**config.mk**
```make
export PLATFORM = sky130hd
export DESIGN_NAME = uartwb_burst_control_flat
export DESIGN_NICKNAME = d
export VERILOG_FILES = /design/src/rtl/uartwb_pkg.sv /design/src/rtl/uartwb_burst_control_if.sv /design/src/rtl/uartwb_wbuf.sv /design/src/rtl/uartwb_burst_control.sv /design/src/flat_wrapper.sv
export SDC_FILE = /design/constraint.sdc
export NUM_CORES = 1
export LEC_CHECK = 0
export CAP_MARGIN = 10
export CELL_PAD_IN_SITES_DETAIL_PLACEMENT = 1
export CELL_PAD_IN_SITES_GLOBAL_PLACEMENT = 1
export CORE_ASPECT_RATIO = 1.5
export CORE_MARGIN = 8
export CORE_UTILIZATION = 56
export CTS_CLUSTER_SIZE = 14
export DETAILED_ROUTE_END_ITERATION = 7
export PLACE_DENSITY_LB_ADDON = 0.1
export SLEW_MARGIN = 10
export SYNTH_ARGS = -nofsm -noshare
export SYNTH_HDL_FRONTEND = slang
export SYNTH_SLANG_ARGS = --single-unit
```
**constraint.sdc**
```tcl
create_clock -name clk_i -period 14.03 [get_ports clk_i]
set_clock_uncertainty 0.15 [all_clocks]
set_input_delay 2.806 -clock clk_i [delete_from_list [all_inputs] [get_ports clk_i]]
set_output_delay 2.806 -clock clk_i [all_outputs]
set_load 0.05 [all_outputs]
```
**src/rtl/uartwb_pkg.sv**
```systemverilog
// Shared constants for the UART-to-Wishbone burst bridge: command and status
// codes, checksum seed and the FSM state encoding.
package uartwb_pkg;

  localparam logic [7:0] CMD_READ   = 8'h00;
  localparam logic [7:0] CMD_WRITE  = 8'h01;
  localparam logic [7:0] ST_BADLEN  = 8'hFE;
  localparam logic [7:0] ST_BADCHK  = 8'hFF;
  localparam logic [7:0] CHK_SEED   = 8'hFF;

  localparam logic [3:0] S_IDLE    = 4'd0;
  localparam logic [3:0] S_RX_LEN  = 4'd1;
  localparam logic [3:0] S_RX_ADDR = 4'd2;
  localparam logic [3:0] S_RX_DATA = 4'd3;
  localparam logic [3:0] S_RX_CHK  = 4'd4;
  localparam logic [3:0] S_CHECK   = 4'd5;
  localparam logic [3:0] S_WB_REQ  = 4'd6;
  localparam logic [3:0] S_WB_WAIT = 4'd7;
  localparam logic [3:0] S_TX_CMD  = 4'd8;
  localparam logic [3:0] S_TX_DATA = 4'd9;

endpackage

```
**src/rtl/uartwb_burst_control_if.sv**
```systemverilog
// UART byte stream and Wishbone wrapper signals of the burst bridge.
// master = the bridge, slave = the UART/bus environment around it.
interface uartwb_burst_control_if #(
  parameter int ADDR_WID = 32,
  parameter int DATA_WID = 32
) ();

  logic                uartrx_valid_i;
  logic [7:0]          uartrx_data_i;
  logic                uarttx_ready_i;
  logic                uarttx_en_o;
  logic [7:0]          uarttx_data_o;
  logic                wrapper_wr_o;
  logic                wrapper_en_o;
  logic                wrapper_valid_i;
  logic [ADDR_WID-1:0] wrapper_addr_o;
  logic [DATA_WID-1:0] wrapper_data_o;
  logic [DATA_WID-1:0] wrapper_data_i;

  modport master (
    input  uartrx_valid_i, uartrx_data_i, uarttx_ready_i,
    input  wrapper_valid_i, wrapper_data_i,
    output uarttx_en_o, uarttx_data_o,
    output wrapper_wr_o, wrapper_en_o, wrapper_addr_o, wrapper_data_o
  );

  modport slave (
    output uartrx_valid_i, uartrx_data_i, uarttx_ready_i,
    output wrapper_valid_i, wrapper_data_i,
    input  uarttx_en_o, uarttx_data_o,
    input  wrapper_wr_o, wrapper_en_o, wrapper_addr_o, wrapper_data_o
  );

endinterface

```
**src/rtl/uartwb_wbuf.sv**
```systemverilog
// Write-data buffer of the burst bridge: DEPTH words, filled while the frame
// is received and drained once the frame has been validated.
module uartwb_wbuf #(
  parameter int DEPTH = 16,
  parameter int WID   = 32
) (
  input  logic           clk,
  input  logic           rst_n,
  input  logic           i_clr,
  input  logic           i_wr_en,
  input  logic [WID-1:0] i_wr_data,
  input  logic           i_rd_en,
  output logic [WID-1:0] o_rd_data
);

  localparam int PTR_W = $clog2(DEPTH + 1);
  localparam int IDX_W = (DEPTH > 1) ? $clog2(DEPTH) : 1;

  logic [WID-1:0]   r_mem [DEPTH];
  logic [PTR_W-1:0] r_wr_ptr;
  logic [PTR_W-1:0] r_rd_ptr;
  logic             w_wr_ok;

  // Words beyond DEPTH (oversized frames) are dropped; such frames never drain.
  assign w_wr_ok = i_wr_en && (r_wr_ptr < PTR_W'(DEPTH));

  // NOTE: sequential state uses non-blocking assignments so every flop samples
  // pre-edge values regardless of block ordering.
  always_ff @(posedge clk or negedge rst_n) begin
    if (!rst_n) begin
      r_wr_ptr <= '0;
      r_rd_ptr <= '0;
    end else if (i_clr) begin
      r_wr_ptr <= '0;
      r_rd_ptr <= '0;
    end else begin
      if (w_wr_ok) r_wr_ptr <= r_wr_ptr + 1'b1;
      if (i_rd_en) r_rd_ptr <= r_rd_ptr + 1'b1;
    end
  end

  // NOTE: the storage array is deliberately not reset; the pointers alone
  // define which entries are valid, and leaving it out keeps it RAM-mappable.
  always_ff @(posedge clk) begin
    if (w_wr_ok) r_mem[r_wr_ptr[IDX_W-1:0]] <= i_wr_data;
  end

  assign o_rd_data = r_mem[r_rd_ptr[IDX_W-1:0]];

endmodule

```
**src/rtl/uartwb_burst_control.sv**
```systemverilog
// UART command frames to Wishbone burst reads/writes with checksum, length
// check and UART reply. Define UARTWB_RXTIMEOUT_EN to enable the rx timeout.
module uartwb_burst_control
  import uartwb_pkg::*;
#(
  parameter int ADDR_WID   = 32,
  parameter int DATA_WID   = 32,
  parameter int MAX_BURST  = 16,
  parameter int RX_TIMEOUT = 100000
) (
  input  logic                    clk_i,
  input  logic                    nrst_i,
  uartwb_burst_control_if.master  bus,
  output logic [7:0]              cmdrx_ctr,
  output logic [7:0]              err_ctr
);

  localparam int ADDR_BYTES = ADDR_WID / 8;
  localparam int DATA_BYTES = DATA_WID / 8;

`ifdef UARTWB_RXTIMEOUT_EN
  localparam bit TO_EN = 1'b1;
`else
  localparam bit TO_EN = 1'b0;
`endif

  logic [3:0]          r_state;
  logic                r_rx_q;
  logic [7:0]          r_cmd, r_len, r_chk, r_tx_byte;
  logic [3:0]          r_byte_cnt;
  logic [7:0]          r_word_cnt;
  logic                r_is_wr, r_tx_done;
  logic [ADDR_WID-1:0] r_addr, r_wb_addr;
  logic [DATA_WID-1:0] r_wdata, r_wb_data, r_rd_sr;
  logic                r_wb_en, r_wb_wr;
  logic [7:0]          r_cmdrx_ctr, r_err_ctr;
  logic [31:0]         r_to_cnt;

  logic                w_rx_stb, w_in_rx, w_to_fire, w_tx_go, w_len_bad;
  logic                w_last_word, w_addr_done, w_word_done;
  logic [7:0]          w_rx_byte;
  logic [DATA_WID-1:0] w_wdata_next, w_buf_data;
  logic                w_buf_clr, w_buf_wr, w_buf_rd;

  assign w_rx_byte    = bus.uartrx_data_i;
  assign w_rx_stb     = bus.uartrx_valid_i && !r_rx_q;
  assign w_in_rx      = (r_state == S_RX_LEN) || (r_state == S_RX_ADDR) ||
                        (r_state == S_RX_DATA) || (r_state == S_RX_CHK);
  assign w_tx_go      = ((r_state == S_TX_CMD) || (r_state == S_TX_DATA)) && bus.uarttx_ready_i;
  assign w_len_bad    = (r_len == 8'd0) || (r_len > 8'(MAX_BURST));
  assign w_last_word  = (r_word_cnt == r_len - 8'd1);
  assign w_addr_done  = (r_byte_cnt == 4'(ADDR_BYTES - 1));
  assign w_word_done  = (r_byte_cnt == 4'(DATA_BYTES - 1));
  assign w_wdata_next = (r_wdata << 8) | DATA_WID'(w_rx_byte);
  assign w_to_fire    = TO_EN && w_in_rx && !w_rx_stb && (r_to_cnt == 32'(RX_TIMEOUT - 1));

  assign w_buf_clr = (r_state == S_IDLE) && w_rx_stb;
  assign w_buf_wr  = (r_state == S_RX_DATA) && w_rx_stb && w_word_done;
  assign w_buf_rd  = (r_state == S_WB_REQ) && r_is_wr;

  uartwb_wbuf #(.DEPTH(MAX_BURST), .WID(DATA_WID)) u_wbuf (
    .clk       (clk_i),
    .rst_n     (nrst_i),
    .i_clr     (w_buf_clr),
    .i_wr_en   (w_buf_wr),
    .i_wr_data (w_wdata_next),
    .i_rd_en   (w_buf_rd),
    .o_rd_data (w_buf_data)
  );

  always_ff @(posedge clk_i or negedge nrst_i) begin
    if (!nrst_i) r_rx_q <= 1'b1;
    else         r_rx_q <= bus.uartrx_valid_i;
  end

  always_ff @(posedge clk_i or negedge nrst_i) begin
    if (!nrst_i)                  r_to_cnt <= '0;
    else if (!w_in_rx || w_rx_stb) r_to_cnt <= '0;
    else                          r_to_cnt <= r_to_cnt + 32'd1;
  end

  always_ff @(posedge clk_i or negedge nrst_i) begin
    if (!nrst_i) begin
      r_state     <= S_IDLE;
      r_cmd       <= '0;
      r_len       <= '0;
      r_chk       <= '0;
      r_tx_byte   <= '0;
      r_byte_cnt  <= '0;
      r_word_cnt  <= '0;
      r_is_wr     <= 1'b0;
      r_tx_done   <= 1'b0;
      r_addr      <= '0;
      r_wb_addr   <= '0;
      r_wdata     <= '0;
      r_wb_data   <= '0;
      r_rd_sr     <= '0;
      r_wb_en     <= 1'b0;
      r_wb_wr     <= 1'b0;
      r_cmdrx_ctr <= '0;
      r_err_ctr   <= '0;
    end else begin
      r_wb_en <= 1'b0;
      case (r_state)
        S_IDLE: if (w_rx_stb) begin
          r_cmd       <= w_rx_byte;
          r_is_wr     <= (w_rx_byte == CMD_WRITE);
          r_chk       <= CHK_SEED ^ w_rx_byte;
          r_cmdrx_ctr <= r_cmdrx_ctr + 8'd1;
          r_state     <= S_RX_LEN;
        end
        S_RX_LEN: if (w_rx_stb) begin
          r_len      <= w_rx_byte;
          r_chk      <= r_chk ^ w_rx_byte;
          r_byte_cnt <= '0;
          r_state    <= S_RX_ADDR;
        end
        S_RX_ADDR: if (w_rx_stb) begin
          r_addr     <= (r_addr << 8) | ADDR_WID'(w_rx_byte);
          r_chk      <= r_chk ^ w_rx_byte;
          r_byte_cnt <= w_addr_done ? 4'd0 : r_byte_cnt + 4'd1;
          r_word_cnt <= '0;
          if (w_addr_done) r_state <= (r_is_wr && r_len != 8'd0) ? S_RX_DATA : S_RX_CHK;
        end
        S_RX_DATA: if (w_rx_stb) begin
          r_wdata    <= w_wdata_next;
          r_chk      <= r_chk ^ w_rx_byte;
          r_byte_cnt <= w_word_done ? 4'd0 : r_byte_cnt + 4'd1;
          if (w_word_done) begin
            if (w_last_word) r_state <= S_RX_CHK;
            else             r_word_cnt <= r_word_cnt + 8'd1;
          end
        end
        // Folding the received CHK into the running XOR leaves zero on a match.
        S_RX_CHK: if (w_rx_stb) begin
          r_chk   <= r_chk ^ w_rx_byte;
          r_state <= S_CHECK;
        end
        S_CHECK: begin
          r_word_cnt <= '0;
          if (r_chk != 8'd0 || w_len_bad) begin
            r_tx_byte <= (r_chk != 8'd0) ? ST_BADCHK : ST_BADLEN;
            r_tx_done <= 1'b1;
            r_err_ctr <= r_err_ctr + 8'd1;
            r_state   <= S_TX_CMD;
          end else begin
            r_tx_byte <= r_cmd;
            r_tx_done <= r_is_wr;
            r_state   <= r_is_wr ? S_WB_REQ : S_TX_CMD;
          end
        end
        S_TX_CMD: if (w_tx_go) r_state <= r_tx_done ? S_IDLE : S_WB_REQ;
        S_WB_REQ: begin
          r_wb_en   <= 1'b1;
          r_wb_wr   <= r_is_wr;
          r_wb_addr <= r_addr;
          if (r_is_wr) r_wb_data <= w_buf_data;
          r_state   <= S_WB_WAIT;
        end
        S_WB_WAIT: if (bus.wrapper_valid_i) begin
          r_addr <= r_addr + ADDR_WID'(DATA_BYTES);
          if (r_is_wr) begin
            if (w_last_word) r_state <= S_TX_CMD;
            else begin
              r_word_cnt <= r_word_cnt + 8'd1;
              r_state    <= S_WB_REQ;
            end
          end else begin
            r_rd_sr    <= bus.wrapper_data_i;
            r_byte_cnt <= '0;
            r_state    <= S_TX_DATA;
          end
        end
        S_TX_DATA: if (w_tx_go) begin
          r_rd_sr    <= r_rd_sr << 8;
          r_byte_cnt <= w_word_done ? 4'd0 : r_byte_cnt + 4'd1;
          if (w_word_done) begin
            if (w_last_word) r_state <= S_IDLE;
            else begin
              r_word_cnt <= r_word_cnt + 8'd1;
              r_state    <= S_WB_REQ;
            end
          end
        end
        default: r_state <= S_IDLE;
      endcase
      // A stalled frame is abandoned without any reply.
      if (w_to_fire) begin
        r_state   <= S_IDLE;
        r_err_ctr <= r_err_ctr + 8'd1;
      end
    end
  end

  assign bus.uarttx_en_o    = w_tx_go;
  assign bus.uarttx_data_o  = (r_state == S_TX_DATA) ? r_rd_sr[DATA_WID-1 -: 8] : r_tx_byte;
  assign bus.wrapper_en_o   = r_wb_en;
  assign bus.wrapper_wr_o   = r_wb_wr;
  assign bus.wrapper_addr_o = r_wb_addr;
  assign bus.wrapper_data_o = r_wb_data;
  assign cmdrx_ctr          = r_cmdrx_ctr;
  assign err_ctr            = r_err_ctr;

endmodule

```
**src/flat_wrapper.sv**
```systemverilog
// flat-port wrapper written by rule: the top's interface ports become plain ports
module uartwb_burst_control_flat import uartwb_pkg::*;
#(
  parameter int ADDR_WID   = 32,
  parameter int DATA_WID   = 32,
  parameter int MAX_BURST  = 16,
  parameter int RX_TIMEOUT = 100000
)
  (clk_i, nrst_i, cmdrx_ctr, err_ctr, bus_uartrx_valid_i, bus_uartrx_data_i, bus_uarttx_ready_i, bus_wrapper_valid_i, bus_wrapper_data_i, bus_uarttx_en_o, bus_uarttx_data_o, bus_wrapper_wr_o, bus_wrapper_en_o, bus_wrapper_addr_o, bus_wrapper_data_o);
  uartwb_burst_control_if #(.ADDR_WID(ADDR_WID), .DATA_WID(DATA_WID)) bus_i ();
  input  logic clk_i;
  input  logic nrst_i;
  output logic [7:0] cmdrx_ctr;
  output logic [7:0] err_ctr;
  input wire logic [$bits(bus_i.uartrx_valid_i)-1:0] bus_uartrx_valid_i;
  input wire logic [$bits(bus_i.uartrx_data_i)-1:0] bus_uartrx_data_i;
  input wire logic [$bits(bus_i.uarttx_ready_i)-1:0] bus_uarttx_ready_i;
  input wire logic [$bits(bus_i.wrapper_valid_i)-1:0] bus_wrapper_valid_i;
  input wire logic [$bits(bus_i.wrapper_data_i)-1:0] bus_wrapper_data_i;
  output wire logic [$bits(bus_i.uarttx_en_o)-1:0] bus_uarttx_en_o;
  output wire logic [$bits(bus_i.uarttx_data_o)-1:0] bus_uarttx_data_o;
  output wire logic [$bits(bus_i.wrapper_wr_o)-1:0] bus_wrapper_wr_o;
  output wire logic [$bits(bus_i.wrapper_en_o)-1:0] bus_wrapper_en_o;
  output wire logic [$bits(bus_i.wrapper_addr_o)-1:0] bus_wrapper_addr_o;
  output wire logic [$bits(bus_i.wrapper_data_o)-1:0] bus_wrapper_data_o;
  assign bus_i.uartrx_valid_i = bus_uartrx_valid_i;
  assign bus_i.uartrx_data_i = bus_uartrx_data_i;
  assign bus_i.uarttx_ready_i = bus_uarttx_ready_i;
  assign bus_i.wrapper_valid_i = bus_wrapper_valid_i;
  assign bus_i.wrapper_data_i = bus_wrapper_data_i;
  assign bus_uarttx_en_o = bus_i.uarttx_en_o;
  assign bus_uarttx_data_o = bus_i.uarttx_data_o;
  assign bus_wrapper_wr_o = bus_i.wrapper_wr_o;
  assign bus_wrapper_en_o = bus_i.wrapper_en_o;
  assign bus_wrapper_addr_o = bus_i.wrapper_addr_o;
  assign bus_wrapper_data_o = bus_i.wrapper_data_o;
  uartwb_burst_control #(.ADDR_WID(ADDR_WID), .DATA_WID(DATA_WID), .MAX_BURST(MAX_BURST), .RX_TIMEOUT(RX_TIMEOUT)) u_core (.clk_i(clk_i), .nrst_i(nrst_i), .bus(bus_i), .cmdrx_ctr(cmdrx_ctr), .err_ctr(err_ctr));
endmodule
```
==> flow_summary.json, run 1 <==
{
  "power_density_mw_per_mm2": 199,
  "whs_endpoint": "u_core.err_ctr[7]",
  "syn_nets": 1902,
  "fin_ws_ps": 6810,
  "synthMuxAreaShare_pct": 15.4,
  "tns_ps": 0,
  "postSynth.asyncResetShare_pct": 31.0,
  "drt_first_pass_iters": 5,
  "pre_cts_ws_ps": 6820,
  "fmax_mhz": 139,
  "leakage_nw": 12.1,
  "arrival_ps": 4260,
  "mostFrequentLayoutCell": "edfxtp_1",
  "row_count": 104,
  "die_x_um": 206,
  "clock_sinks": 742,
  "status": "finished clean",
  "worst_path_most_repeated_cell": "clkdlybuf4s50_1",
  "numCtsBuffers": 69,
  "drt_iter0_markers": 1202,
  "crit_buf_inv": 2,
  "fin_crit_ps": 7220,
  "peakVddDrop_mv": 0.169,
  "die_h_um": 301,
  "synth_xor_area_share_pct": 1.19,
  "cp_slowest_stage_delay_ps": 820,
  "reg2reg_depth": 7,
  "antenna_found_initial": 1,
  "cts_tree": "built",
  "met2_length_um": 41300,
  "io_pins": 136,
  "min_path_type": "flop to flop",
  "syn_avg_cell_area_um2": 16.4,
  "critPathCaptureType": "primary output",
  "path_cells": "clkdlybuf4s50_1 -> and2_1 -> clkdlybuf4s50_1",
  "grt_pass1_vias": 18700,
  "grt_overflow": 0,
  "relSlewSlack_pct": 24.4,
  "setup_viol": 0,
  "finalHoldViolations": 0,
  "grt_usage_pct": 24.8,
  "finalWirelength_um": 75300,
  "met3_length_um": 3320,
  "cts_hold_buf": 0,
  "core_area_mm2": 0.0536,
  "fillers": 4699,
  "clk_pin_slew_ps": 60,
  "synth_edf_count": 512,
  "wl_per_cell_um": 27.7,
  "grt_pass1_wl_um": 115000,
  "ys_seq_elements": 742,
  "placed_cell_area_mm2": 0.0323,
  "highest_layer": "met4",
  "slew_viol_final": 0,
  "hold_start": "u_core.err_ctr[7]",
  "post_cts_buffers": 0,
  "start_util_pct": 56.4,
  "yosysWarningCount": 0,
  "synth_top_family_by_area": "multiplexers",
  "vias": 16900,
  "postSynthCellCount": 1845,
  "timing.rr.start": "u_core.r_state[2]",
  "synth_area_mm2": 0.0303,
  "area_growth_pct": 14.2,
  "drc_errors": 0,
  "viasPerCell": 6.23,
  "cpLargestDelayFamily": "buffers and inverters",
  "ant_nets": 0,
  "final_cell_mix": "edfxtp_1, nand2_1, dfrtp_1",
  "final_cell_area_mm2": 0.0346,
  "fin_nets": 2026,
  "insertion_delay_ps": 600,
  "cap_violations": 0,
  "dp_hpwl_um": 46400,
  "crit_fanout": 3,
  "port_buffers": 135,
  "synth_flop_cell": "edfxtp_1",
  "cp_slowest_cell": "clkdlybuf4s50_1",
  "wl_met1_um": 28300,
  "dieArea_mm2": 0.0619,
  "path_class": "primary input to primary output",
  "instances_no_fill": 2714,
  "startpoint_type": "primary input",
  "fin_crit_sh_pct": 51.4,
  "holdPathStages": 1,
  "dp.cells": 2587,
  "seq_area_frac_synth_pct": 69.8,
  "worst_ep_required_time_ps": 11070,
  "grt_max_degree": 102,
  "htreeDepth": 3,
  "rrSetupSlack_ps": 9880,
  "rsz0062_at_grt": "no",
  "layout-drive-gt1-share_pct": 19.6,
  "synth.distinct_cells": 84,
  "reg2reg_to": "u_core.u_wbuf.r_mem[8][24]",
  "routabilityCongestion": 0.808,
  "clk_path_buf_depth": 3,
  "ctsResizeCount": 0,
  "synth_fa_ha_area_share_pct": 0.496,
  "synth-compound-area-share_pct": 4.25,
  "worst_pin_slew_ps": 1130,
  "cts_root_buf": "clkbuf_16",
  "synth-simple-area-share_pct": 7.04
}
==> cells in the mapped netlist, types with 7 or more instances <==
master | count | share of area, %
a21oi_1 | 48 | 0.79
a31oi_1 | 12 | 0.25
and4_1 | 7 | 0.20
buf_1 | 7 | 0.087
buf_2 | 37 | 0.61
clkbuf_1 | 55 | 0.68
dfrtp_1 | 229 | 19
edfxtp_1 | 512 | 51
ha_1 | 12 | 0.50
inv_1 | 17 | 0.21
mux2_2 | 67 | 2.5
mux2i_1 | 29 | 0.96
mux4_2 | 160 | 12
nand2_1 | 251 | 3.1
nand3_1 | 34 | 0.56
nand4_1 | 14 | 0.29
nor2_1 | 81 | 1.0
nor3_1 | 16 | 0.26
o21ai_0 | 76 | 1.3
o22ai_1 | 14 | 0.29
xnor2_1 | 15 | 0.43
xor2_1 | 26 | 0.75
==> state kept, by name (all words and copies together) (netlist names), 4 cells and up <==
name / cells
u_core.bus.wrapper_addr_o: 32
u_core.bus.wrapper_data_o: 32
u_core.cmdrx_ctr: 8
u_core.err_ctr: 8
u_core.r_addr: 32
u_core.r_byte_cnt: 4
u_core.r_chk: 8
u_core.r_cmd: 8
u_core.r_len: 8
u_core.r_rd_sr: 32
u_core.r_state: 4
u_core.r_tx_byte: 8
u_core.r_wdata: 24
u_core.r_word_cnt: 8
u_core.u_wbuf.r_mem: 512
u_core.u_wbuf.r_rd_ptr: 4
u_core.u_wbuf.r_wr_ptr: 5
==> metrics by stage <==
step                      utilization (%)  power [W]  hold slack, ps
after floorplan                         -    0.00441             293
after global placement               60.3    0.00500             306
after detailed placement             60.3    0.00508             315
after CTS                            64.4    0.00696             329
after global routing                 64.4    0.00718             347
final                                64.4    0.00689             325
==> worst max path at each step <==
stage	end	slack [ps]	cells past startpoint	from
2_1_floorplan	u_core.u_wbuf.r_mem[0][0]	7350	6	bus_uartrx_valid_i
3_3_place_gp	bus_uarttx_en_o	6810	3	bus_uarttx_ready_i
3_5_place_dp	bus_uarttx_en_o	6820	3	bus_uarttx_ready_i
4_1_cts	bus_uarttx_en_o	6810	3	bus_uarttx_ready_i
5_1_grt	bus_uarttx_en_o	6770	3	bus_uarttx_ready_i
6_report	bus_uarttx_en_o	6810	3	bus_uarttx_ready_i
==> cells by family after synthesis <==
kind of cell | after synthesis
flip-flops | 742
buffers and inverters | 126
XOR/XNOR | 41
AO/OA/AOI/OAI | 204
multiplexers | 256
AND/OR/NAND/NOR | 464
adder cells (fa/ha/maj) | 12
==> final cells by class <==
class,instances,area (um2),area share [%]
Clock inverter,23,236,0.684
Clock buffer,103,1990,5.75
Timing Repair Buffer,162,1560,4.51
Inverter,17,63.8,0.185
Multi-Input combinational cell,977,8700,25.2
Tap cell,689,862,2.50
Sequential cell,742,21100,61.2
Antenna cell,1,2.50,0.00724
==> per-layer routing <==
layer / vias up / global-route usage (%)
met3: 134 / 4.03
met4: 0 / 8.67
met2: 483 / 45.3
li1: 7326 / -
met5: - / 0
met1: 8967 / 29.1
==> power breakdown <==
part	switching [W]	total (W)	leakage [nW]	internal, W
clock	0.000799	0.00186	1.08	0.00106
sequential	0.000452	0.00316	7.43	0.00271
combinational	0.00108	0.00187	3.56	0.000789
total	0.00233	0.00689	12.1	0.00456
(Power assumes the default switching activity.)
==> run 2, diff against run 1 <==
- CORE_UTILIZATION: 56 -> 47
- clock period: 14.03 -> 6.2 ns (I/O delays scaled with it)
==> flow_summary.json, run 2 (synthesis results as in run 1) <==
{
  "status": "finished clean",
  "insertion_delay_ps": 620,
  "path_class": "flop to primary output",
  "worst_pin_slew_ps": 1230,
  "multiInputGateArea_mm2": 0.00870,
  "rsz0062_at_grt": "no",
  "grt_overflow": 0,
  "crit_fanout": 22,
  "wl_per_cell_um": 26.7,
  "htreeDepth": 3,
  "min_path_type": "flop to flop",
  "arrival_ps": 3420,
  "grt_usage_pct": 21.0,
  "worst_ep_required_time_ps": 4810,
  "dp.cells": 2713,
  "grt_pass1_vias": 18300,
  "core_area_mm2": 0.0640,
  "die_x_um": 223,
  "port_buffers": 135,
  "fin_crit_ps": 4810,
  "fin_ws_ps": 1390,
  "cts_tree": "built",
  "setup_viol": 0,
  "tns_ps": 0,
  "fillers": 5875,
  "critPathCaptureType": "primary output",
  "fin_hold_ws_ps": 320,
  "slew_viol_final": 0,
  "io_pins": 136,
  "die_h_um": 327,
  "cts_root_buf": "clkbuf_16",
  "ff_latch_area_mm2": 0.0211,
  "startpoint_type": "flop",
  "power_density_mw_per_mm2": 453,
  "clk_path_buf_depth": 3,
  "reg2reg_depth": 7,
  "layout-drive-gt1-share_pct": 19.9,
  "dieArea_mm2": 0.0729,
  "cts_hold_buf": 0,
  "relSlewSlack_pct": 17.8,
  "fin_crit_sh_pct": 77.6,
  "numCtsBuffers": 71,
  "antenna_found_initial": 3,
  "finalHoldViolations": 0,
  "row_count": 114,
  "ctsResizeCount": 0,
  "post_cts_buffers": 0,
  "pre_cts_ws_ps": 1180,
  "instances_no_fill": 2845,
  "largest_register_ffs": 512,
  "leakage_nw": 12.1,
  "fmax_mhz": 208,
  "drt_iter0_markers": 954,
  "vias": 16500,
  "start_util_pct": 47.3,
  "dp_hpwl_um": 48800,
  "n_antenna_cell": 0,
  "final_cell_mix": "edfxtp_1, nand2_1, dfrtp_1",
  "drt_first_pass_iters": 5,
  "final_cell_area_mm2": 0.0348,
  "fin_nets": 2031,
  "placed_cell_area_mm2": 0.0325,
  "routabilityCongestion": 0.779,
  "mostFrequentLayoutCell": "edfxtp_1",
  "peakVddDrop_mv": 0.322,
  "area_growth_pct": 15.1,
  "viasPerCell": 5.80,
  "ant_nets": 0,
  "cap_violations": 0,
  "clock_sinks": 742,
  "rrSetupSlack_ps": 2290,
  "drc_errors": 0,
  "finalWirelength_um": 75800,
  "grt_pass1_wl_um": 115000,
  "holdPathStages": 2,
  "grt_max_degree": 99,
  "clk_pin_slew_ps": 70
}
==> run 2: changes by cell type in the layout (fill, tap and decap cells not counted), sizes merged <==
cell | previous run | this run
diode | 1 | 0
inv | 22 | 20
clkinv | 12 | 21
clkinvlp | 2 | 5
bufinv | 4 | 5
buf | 28 | 31
clkbuf | 103 | 98
==> run 2: path summary, 6_finish.rpt <==
check	endpoint	from
max	bus_uarttx_data_o[5]	u_core.r_state[0]
min	u_core.bus.wrapper_data_o[25]	u_core.bus.wrapper_data_o[25]
max reg2reg	u_core.u_wbuf.r_mem[13][24]	u_core.r_state[2]
min reg2reg	u_core.bus.wrapper_data_o[25]	u_core.bus.wrapper_data_o[25]
max in group asynchronous	u_core.u_wbuf.r_rd_ptr[0]	nrst_i
min in group asynchronous	u_core.bus.wrapper_data_o[13]	nrst_i
==> run 2: layer usage <==
metal  GRT usage [%]  share of wire [%]
met2            38.8                 55
met3            2.94                3.7
met1            24.6                 39
met4            7.66                3.1
met5               0                  0
==> run 2: cell type report <==
| class | count | share of cell area [%] |
|---|---|---|
| Clock buffer | 98 | 5.59 |
| Clock inverter | 34 | 1.02 |
| Inverter | 17 | 0.183 |
| Multi-Input combinational cell | 977 | 25.0 |
| Sequential cell | 742 | 60.7 |
| Tap cell | 812 | 2.92 |
| Timing Repair Buffer | 165 | 4.65 |
==> run 2: worst max-delay path: stages (launching register included) <==
cell and delay, ps:
dfrtp_1 770, inv_1 280, or3_1 750, nand2_1 180
nand2_1 90, clkdlybuf4s50_1 720
==> run 2: power breakdown <==
group          internal (W)  switching (W)
registers           0.00613        0.00104
logic               0.00179        0.00248
clock network       0.00244        0.00189
total                0.0104        0.00541
==> run 2: through the flow <==
step,power [W],util [%]
5_1_grt,0.0165,54.4
4_1_cts,0.0160,54.4
3_5_place_dp,0.0116,50.8
2_1_floorplan,0.00999,-
6_report,0.0158,54.4
3_3_place_gp,0.0115,50.8
